[src/rtl/cpu_pkg.sv]
// Shared CPU definitions used by the memory stage: stack operation codes,
// the memory-stage state encoding and the default stack pointer reset value.
package cpu_pkg;

  localparam logic [1:0] SP_NONE = 2'b00;
  localparam logic [1:0] SP_PUSH = 2'b01;
  localparam logic [1:0] SP_POP  = 2'b10;

  // Stack grows downward in whole words.
  localparam int unsigned SP_STEP = 4;

  localparam logic [31:0] SP_RESET_DEFAULT = 32'h0000_FFFC;

  typedef enum logic [1:0] {
    IDLE = 2'd0,
    BUSY = 2'd1,
    DONE = 2'd2
  } mem_state_t;

endpackage

[src/rtl/stack_ptr.sv]
// Stack pointer register with push/pop update and the address mux that
// selects sp-4 for a push (pre-decrement) or sp for any other stack access.
module stack_ptr
  import cpu_pkg::*;
#(
  parameter int DATA_W = 32,
  parameter logic [DATA_W-1:0] SP_RESET = DATA_W'(SP_RESET_DEFAULT)
) (
  input  logic              clk,
  input  logic              rst,
  input  logic              upd,
  input  logic [1:0]        upd_op,
  input  logic [1:0]        cur_op,
  output logic [DATA_W-1:0] sp,
  output logic [DATA_W-1:0] stack_addr
);

  localparam logic [DATA_W-1:0] STEP = DATA_W'(SP_STEP);

  // Commit the latched stack operation when its memory access completes.
  always_ff @(posedge clk or posedge rst) begin
    if (rst) begin
      sp <= SP_RESET;
    end else if (upd) begin
      if (upd_op == SP_PUSH) begin
        sp <= sp - STEP;
      end else if (upd_op == SP_POP) begin
        sp <= sp + STEP;
      end
    end
  end

  assign stack_addr = (cur_op == SP_PUSH) ? (sp - STEP) : sp;

endmodule

[src/rtl/mem_stage_ctrl.sv]
// Memory-stage controller: performs the data-memory access described by the
// EX/MEM register over a req/ack port, owns the stack pointer, stalls the
// upstream pipeline while an access is outstanding and registers the MEM/WB
// writeback bundle.
//
// Optional feature: define MEM_TIMEOUT_EN to bound the wait for mem_ack to
// TIMEOUT BUSY cycles; a timeout sets the sticky mem_err flag, returns zero
// read data and leaves the stack pointer untouched. The TIMEOUT parameter
// exists only in that build; otherwise BUSY waits indefinitely and mem_err
// is tied low.
module mem_stage_ctrl
  import cpu_pkg::*;
#(
  parameter int DATA_W = 32,
  parameter logic [DATA_W-1:0] SP_RESET = DATA_W'(SP_RESET_DEFAULT)
`ifdef MEM_TIMEOUT_EN
  ,
  parameter int TIMEOUT = 15
`endif
) (
  input  logic              clk,
  input  logic              rst,
  input  logic [DATA_W-1:0] alu_out,
  input  logic [DATA_W-1:0] wr_data,
  input  logic [3:0]        reg_dst,
  input  logic              reg_wr,
  input  logic              wb_sel,
  input  logic              mem_addr_sel,
  input  logic              mem_wr,
  input  logic [1:0]        sp_select,
  output logic              mem_req,
  output logic              mem_we,
  output logic [DATA_W-1:0] mem_addr,
  output logic [DATA_W-1:0] mem_wdata,
  input  logic              mem_ack,
  input  logic [DATA_W-1:0] mem_rdata,
  output logic              stall,
  output logic [DATA_W-1:0] wb_data,
  output logic [3:0]        wb_dst,
  output logic              wb_wr,
  output logic [DATA_W-1:0] sp,
  output logic              mem_err
);

  mem_state_t        state;
  logic [1:0]        sp_op_q;
  logic [DATA_W-1:0] rdata_q;
  logic [DATA_W-1:0] stack_addr;
  logic [DATA_W-1:0] acc_addr;
  logic              access;
  logic              sp_upd;
  logic              tmo_hit;

  assign access   = wb_sel | mem_wr;
  assign acc_addr = mem_addr_sel ? stack_addr : alu_out;
  assign stall    = ((state == IDLE) && access) || (state == BUSY);
  // Only a real acknowledge moves the stack pointer; a timeout does not.
  assign sp_upd   = (state == BUSY) && mem_ack;

  stack_ptr #(
    .DATA_W   (DATA_W),
    .SP_RESET (SP_RESET)
  ) u_stack_ptr (
    .clk        (clk),
    .rst        (rst),
    .upd        (sp_upd),
    .upd_op     (sp_op_q),
    .cur_op     (sp_select),
    .sp         (sp),
    .stack_addr (stack_addr)
  );

`ifdef MEM_TIMEOUT_EN
  localparam int CNT_W = (TIMEOUT < 2) ? 1 : $clog2(TIMEOUT + 1);

  logic [CNT_W-1:0] tmo_cnt;

  // The TIMEOUT-th consecutive BUSY cycle without ack ends the access.
  assign tmo_hit = (state == BUSY) && !mem_ack &&
                   (tmo_cnt == CNT_W'(TIMEOUT - 1));

  // Count ack-less BUSY cycles from BUSY entry; latch the sticky error flag.
  always_ff @(posedge clk or posedge rst) begin
    if (rst) begin
      tmo_cnt <= '0;
      mem_err <= 1'b0;
    end else begin
      if ((state == IDLE) && access) begin
        tmo_cnt <= '0;
      end else if ((state == BUSY) && !mem_ack) begin
        tmo_cnt <= tmo_cnt + CNT_W'(1);
      end
      if (tmo_hit) begin
        mem_err <= 1'b1;
      end
    end
  end
`else
  assign tmo_hit = 1'b0;
  assign mem_err = 1'b0;
`endif

  // Access FSM: latch the request in IDLE, hold it through BUSY, release in DONE.
  always_ff @(posedge clk or posedge rst) begin
    if (rst) begin
      state     <= IDLE;
      mem_req   <= 1'b0;
      mem_we    <= 1'b0;
      mem_addr  <= '0;
      mem_wdata <= '0;
      sp_op_q   <= SP_NONE;
      rdata_q   <= '0;
    end else begin
      case (state)
        IDLE: begin
          if (access) begin
            mem_addr  <= acc_addr;
            mem_wdata <= wr_data;
            mem_we    <= mem_wr;
            sp_op_q   <= sp_select;
            mem_req   <= 1'b1;
            state     <= BUSY;
          end
        end
        BUSY: begin
          if (mem_ack) begin
            // A read-modify issues the write; its read data is discarded.
            rdata_q <= mem_we ? '0 : mem_rdata;
            mem_req <= 1'b0;
            state   <= DONE;
          end else if (tmo_hit) begin
            rdata_q <= '0;
            mem_req <= 1'b0;
            state   <= DONE;
          end
        end
        DONE: begin
          state <= IDLE;
        end
        default: begin
          state   <= IDLE;
          mem_req <= 1'b0;
        end
      endcase
    end
  end

  // MEM/WB register: advance when the pipeline moves, insert a bubble on stall.
  always_ff @(posedge clk or posedge rst) begin
    if (rst) begin
      wb_data <= '0;
      wb_dst  <= '0;
      wb_wr   <= 1'b0;
    end else if (stall) begin
      wb_wr <= 1'b0;
    end else begin
      wb_data <= wb_sel ? rdata_q : alu_out;
      wb_dst  <= reg_dst;
      wb_wr   <= reg_wr;
    end
  end

endmodule

[config.mk]
export PLATFORM = sky130hd
export DESIGN_NAME = mem_stage_ctrl
export DESIGN_NICKNAME = d
export VERILOG_FILES = /design/src/rtl/cpu_pkg.sv /design/src/rtl/stack_ptr.sv /design/src/rtl/mem_stage_ctrl.sv
export SDC_FILE = /design/constraint.sdc
export NUM_CORES = 1
export LEC_CHECK = 0
export BUFFER_PORTS_ARGS = -buffer_cell sky130_fd_sc_hd__buf_4
export CAP_MARGIN = 0
export CORE_MARGIN = 4
export CORE_UTILIZATION = 45
export DETAILED_ROUTE_END_ITERATION = 8
export GPL_TIMING_DRIVEN = 1
export PLACE_DENSITY = 0.81
export SLEW_MARGIN = 5
export SYNTH_ARGS = -nofsm -noshare
export SYNTH_HDL_FRONTEND = slang
export SYNTH_SLANG_ARGS = --single-unit
[constraint.sdc]
create_clock -name clk -period 15.7 [get_ports clk]
set_clock_uncertainty 0.2 [all_clocks]
set_input_delay 2.355 -clock clk [delete_from_list [all_inputs] [get_ports clk]]
set_output_delay 2.355 -clock clk [all_outputs]
set_load 0.03 [all_outputs]
==> flow_summary.json <==
{
  "ys_seq_area_share_pct": 50.66,
  "grt_pass1_vias": 7142,
  "slowest_delay_ns": 0.50,
  "worstMarginPinSlew_ns": 1.112,
  "io_pins": 246,
  "design_area_um2": 10800,
  "clk_latency_ns": 0.42,
  "viasPerCell": 5.485,
  "wire_per_inst_um": 18.22,
  "antenna_found_initial": 0,
  "layout-drive-gt1-share_pct": 28.70,
  "critPathKind": "input pin to output pin",
  "hold_violations": 0,
  "worst_path_max_delay_cell": "buf_4",
  "n_antenna_cell": 0,
  "yosys-top-cells-count": "nand2_1 (207), dfrtp_1 (155), o21ai_0 (103)",
  "core-area_um2": 18150,
  "vias": 7334,
  "powerDensity_nw_per_um2": 214.2,
  "grt_max_degree": 124,
  "syn-cell-area_um2": 8382,
  "wirelength_um": 24370,
  "port_buffers": 242,
  "place_area_um2": 10240,
  "htreeDepth": 4,
  "yosysMostFrequentCell": "nand2_1",
  "place_congestion": 0.8714,
  "ctsLongestPathBuffers": 2,
  "grt_usage_pct": 22.93,
  "holdBufCountCts": 0,
  "cts_buffers": 17,
  "synth_enable_flop_cells": 0,
  "placed_cells": 1306,
  "postCtsSetupBuffers": 0,
  "whs_ns": 0.2786,
  "ys.flop_type": "dfrtp_1",
  "slew_violations": 0,
  "layout.nets": 1208,
  "yosysTopAreaCellShare_pct": 46.28,
  "grt-ovfl-total": 0,
  "peakVddDrop_mv": 0.1011,
  "crit_family": "buffers and inverters",
  "die_area_um2": 20870,
  "n_fill_cell": 1564,
  "setup_viol": 0,
  "crit_fanout": 70,
  "route.detailed.drc": 0,
  "hp-class": "register to register",
  "dp.final_hpwl_um": 17570,
  "cpMostUsedCell": "buf_4",
  "cts_tree": "yes",
  "drt_first_iter_violations": 603,
  "drt-pass1-iter-count": 5,
  "fp.dieH_um": 144.5,
  "fmax_mhz": 154.5,
  "max_cap_violations": 0,
  "cts.repair.resized": 0,
  "endpoint_kind": "output pin",
  "min_period_ns": 6.472,
  "rsz0062_at_grt": "false",
  "initial_utilization_pct": 46.19,
  "status": "finished clean",
  "grt_pass1_wl_um": 37770,
  "synth_cell_types": 57,
  "cts.sinks": 169,
  "path_clk_slew_ns": 0.07,
  "die_w_um": 144.5,
  "fin_crit_sh_pct": 41.22,
  "root_buffer": "clkbuf_16",
  "rows": 49,
  "relSlewSlack_pct": 25.89,
  "setup-tns-final_ns": 0,
  "crit_arrival_ns": 3.92,
  "synth_top_cell_by_area": "dfrtp_1",
  "postRouteAntennaNets": 0,
  "crit_chain": "buf_4 -> nor3_1 -> nor2_4 -> buf_4 -> buf_4",
  "p_leak_nw": 5.249,
  "area_growth_pct": 28.87,
  "cp.required_ns": 13.15,
  "worstPathBufferInverterCount": 3,
  "yosys_warnings": 0,
  "setup.worst_path.start_class": "input pin",
  "synth_area_leaders": "dfrtp_1 (46%), nand2_1 (9.3%), o21ai_0 (6.2%), mux2i_1 (4.5%), dfstp_2 (4.4%)",
  "async_flop_share_pct": 100.0,
  "synthCells": 900,
  "postLayoutCoreUtil_pct": 59.52,
  "synth_area_per_cell_um2": 9.313,
  "ys_seq_elements": 169,
  "instances_no_fill": 1337
}
-- sequential cells by signal, indices dropped and copies added (netlist names) --
name / flops
mem_wdata: 32
mem_we: 1
rdata_q: 32
mem_addr: 32
mem_req: 1
u_stack_ptr.sp: 30
state: 2
wb_dst: 4
sp_op_q: 2
wb_wr: 1
wb_data: 32
-- tightest hold or removal path, stage by stage, from the launching register on --
cell	delay, ns
dfrtp_1	0.35
nand2_1	0.05
nand2_1	0.05
-- path summary, 6_finish.rpt --
path / cells after the start / to / start / slack (ns)
min in group asynchronous: 2 / u_stack_ptr.sp[25] / rst / 2.02
worst max register to register: 6 / u_stack_ptr.sp[23] / sp_op_q[0] / 12.71
worst min-delay path: 2 / mem_wdata[9] / mem_wdata[9] / 0.28
max in group asynchronous: 3 / mem_addr[30] / rst / 12.02
worst max-delay path: 5 / stall / wb_sel / 9.23
worst min register to register: 2 / mem_wdata[9] / mem_wdata[9] / 0.28
-- area by class of cell --
cell class	instances	area, um2	share of cell area, %
Clock buffer	19	452.9	4.193
Clock inverter	12	110.1	1.019
Inverter	6	27.53	0.2548
Multi-Input combinational cell	653	3809	35.26
Sequential cell	169	4247	39.31
Tap cell	229	286.5	2.653
Timing Repair Buffer	249	1869	17.31
-- routing by layer --
metal  track usage [%]  routed length [um]  vias up
met4             6.186                 489        0
met2             38.58               12070      277
met3             4.332                1795       29
met1             30.54               10010     3560
met5                 0                   0        -
li1                  -                   -     3468
-- metrics by stage --
| stage | worst slack (ns) | power (mW) |
|---|---|---|
| 3_3_place_gp | 9.240 | 1.886 |
| 2_1_floorplan | 8.593 | 1.509 |
| 4_1_cts | 9.229 | 2.325 |
| 3_5_place_dp | 9.226 | 1.923 |
| 5_1_grt | 9.085 | 2.456 |
| 6_report | 9.228 | 2.313 |
-- power by group --
group          switching [mW]  internal, mW
Sequential              0.180         0.637
Combinational           0.698         0.400
Clock                   0.183         0.215
Total                    1.06          1.25
-- kinds of logic after synthesis --
family          share of synthesized area (%)
fa+ha+maj                              0.4479
buf+inv                                 4.150
mux                                     5.210
flops                                   50.66
other cells                           0.04474
xor+xnor                                5.225
simple gates                            22.60
compound gates                          11.66
-- cell usage in the layout, fill, tap and decap left out, types with 4 or more instances in the layout --
cell type / n
a21o_1: 10
a21oi_1: 21
a2bb2oi_1: 4
a31oi_1: 9
and3_1: 4
buf_4: 249
clkbuf_16: 17
clkinv_4: 4
dfrtp_1: 155
dfstp_2: 14
inv_1: 5
inv_6: 5
mux2_2: 5
mux2i_1: 38
nand2_1: 207
nand2b_1: 37
nand3_1: 17
nand3b_1: 7
nand4_1: 10
nor2_1: 20
nor2b_1: 4
nor3_1: 18
nor3b_1: 9
nor4_1: 8
nor4b_1: 4
o21ai_0: 103
o22ai_1: 5
o31ai_1: 5
or2_2: 4
or3_1: 8
or4_1: 8
xnor2_1: 19
xor2_1: 31
(Power assumes the default switching activity.)
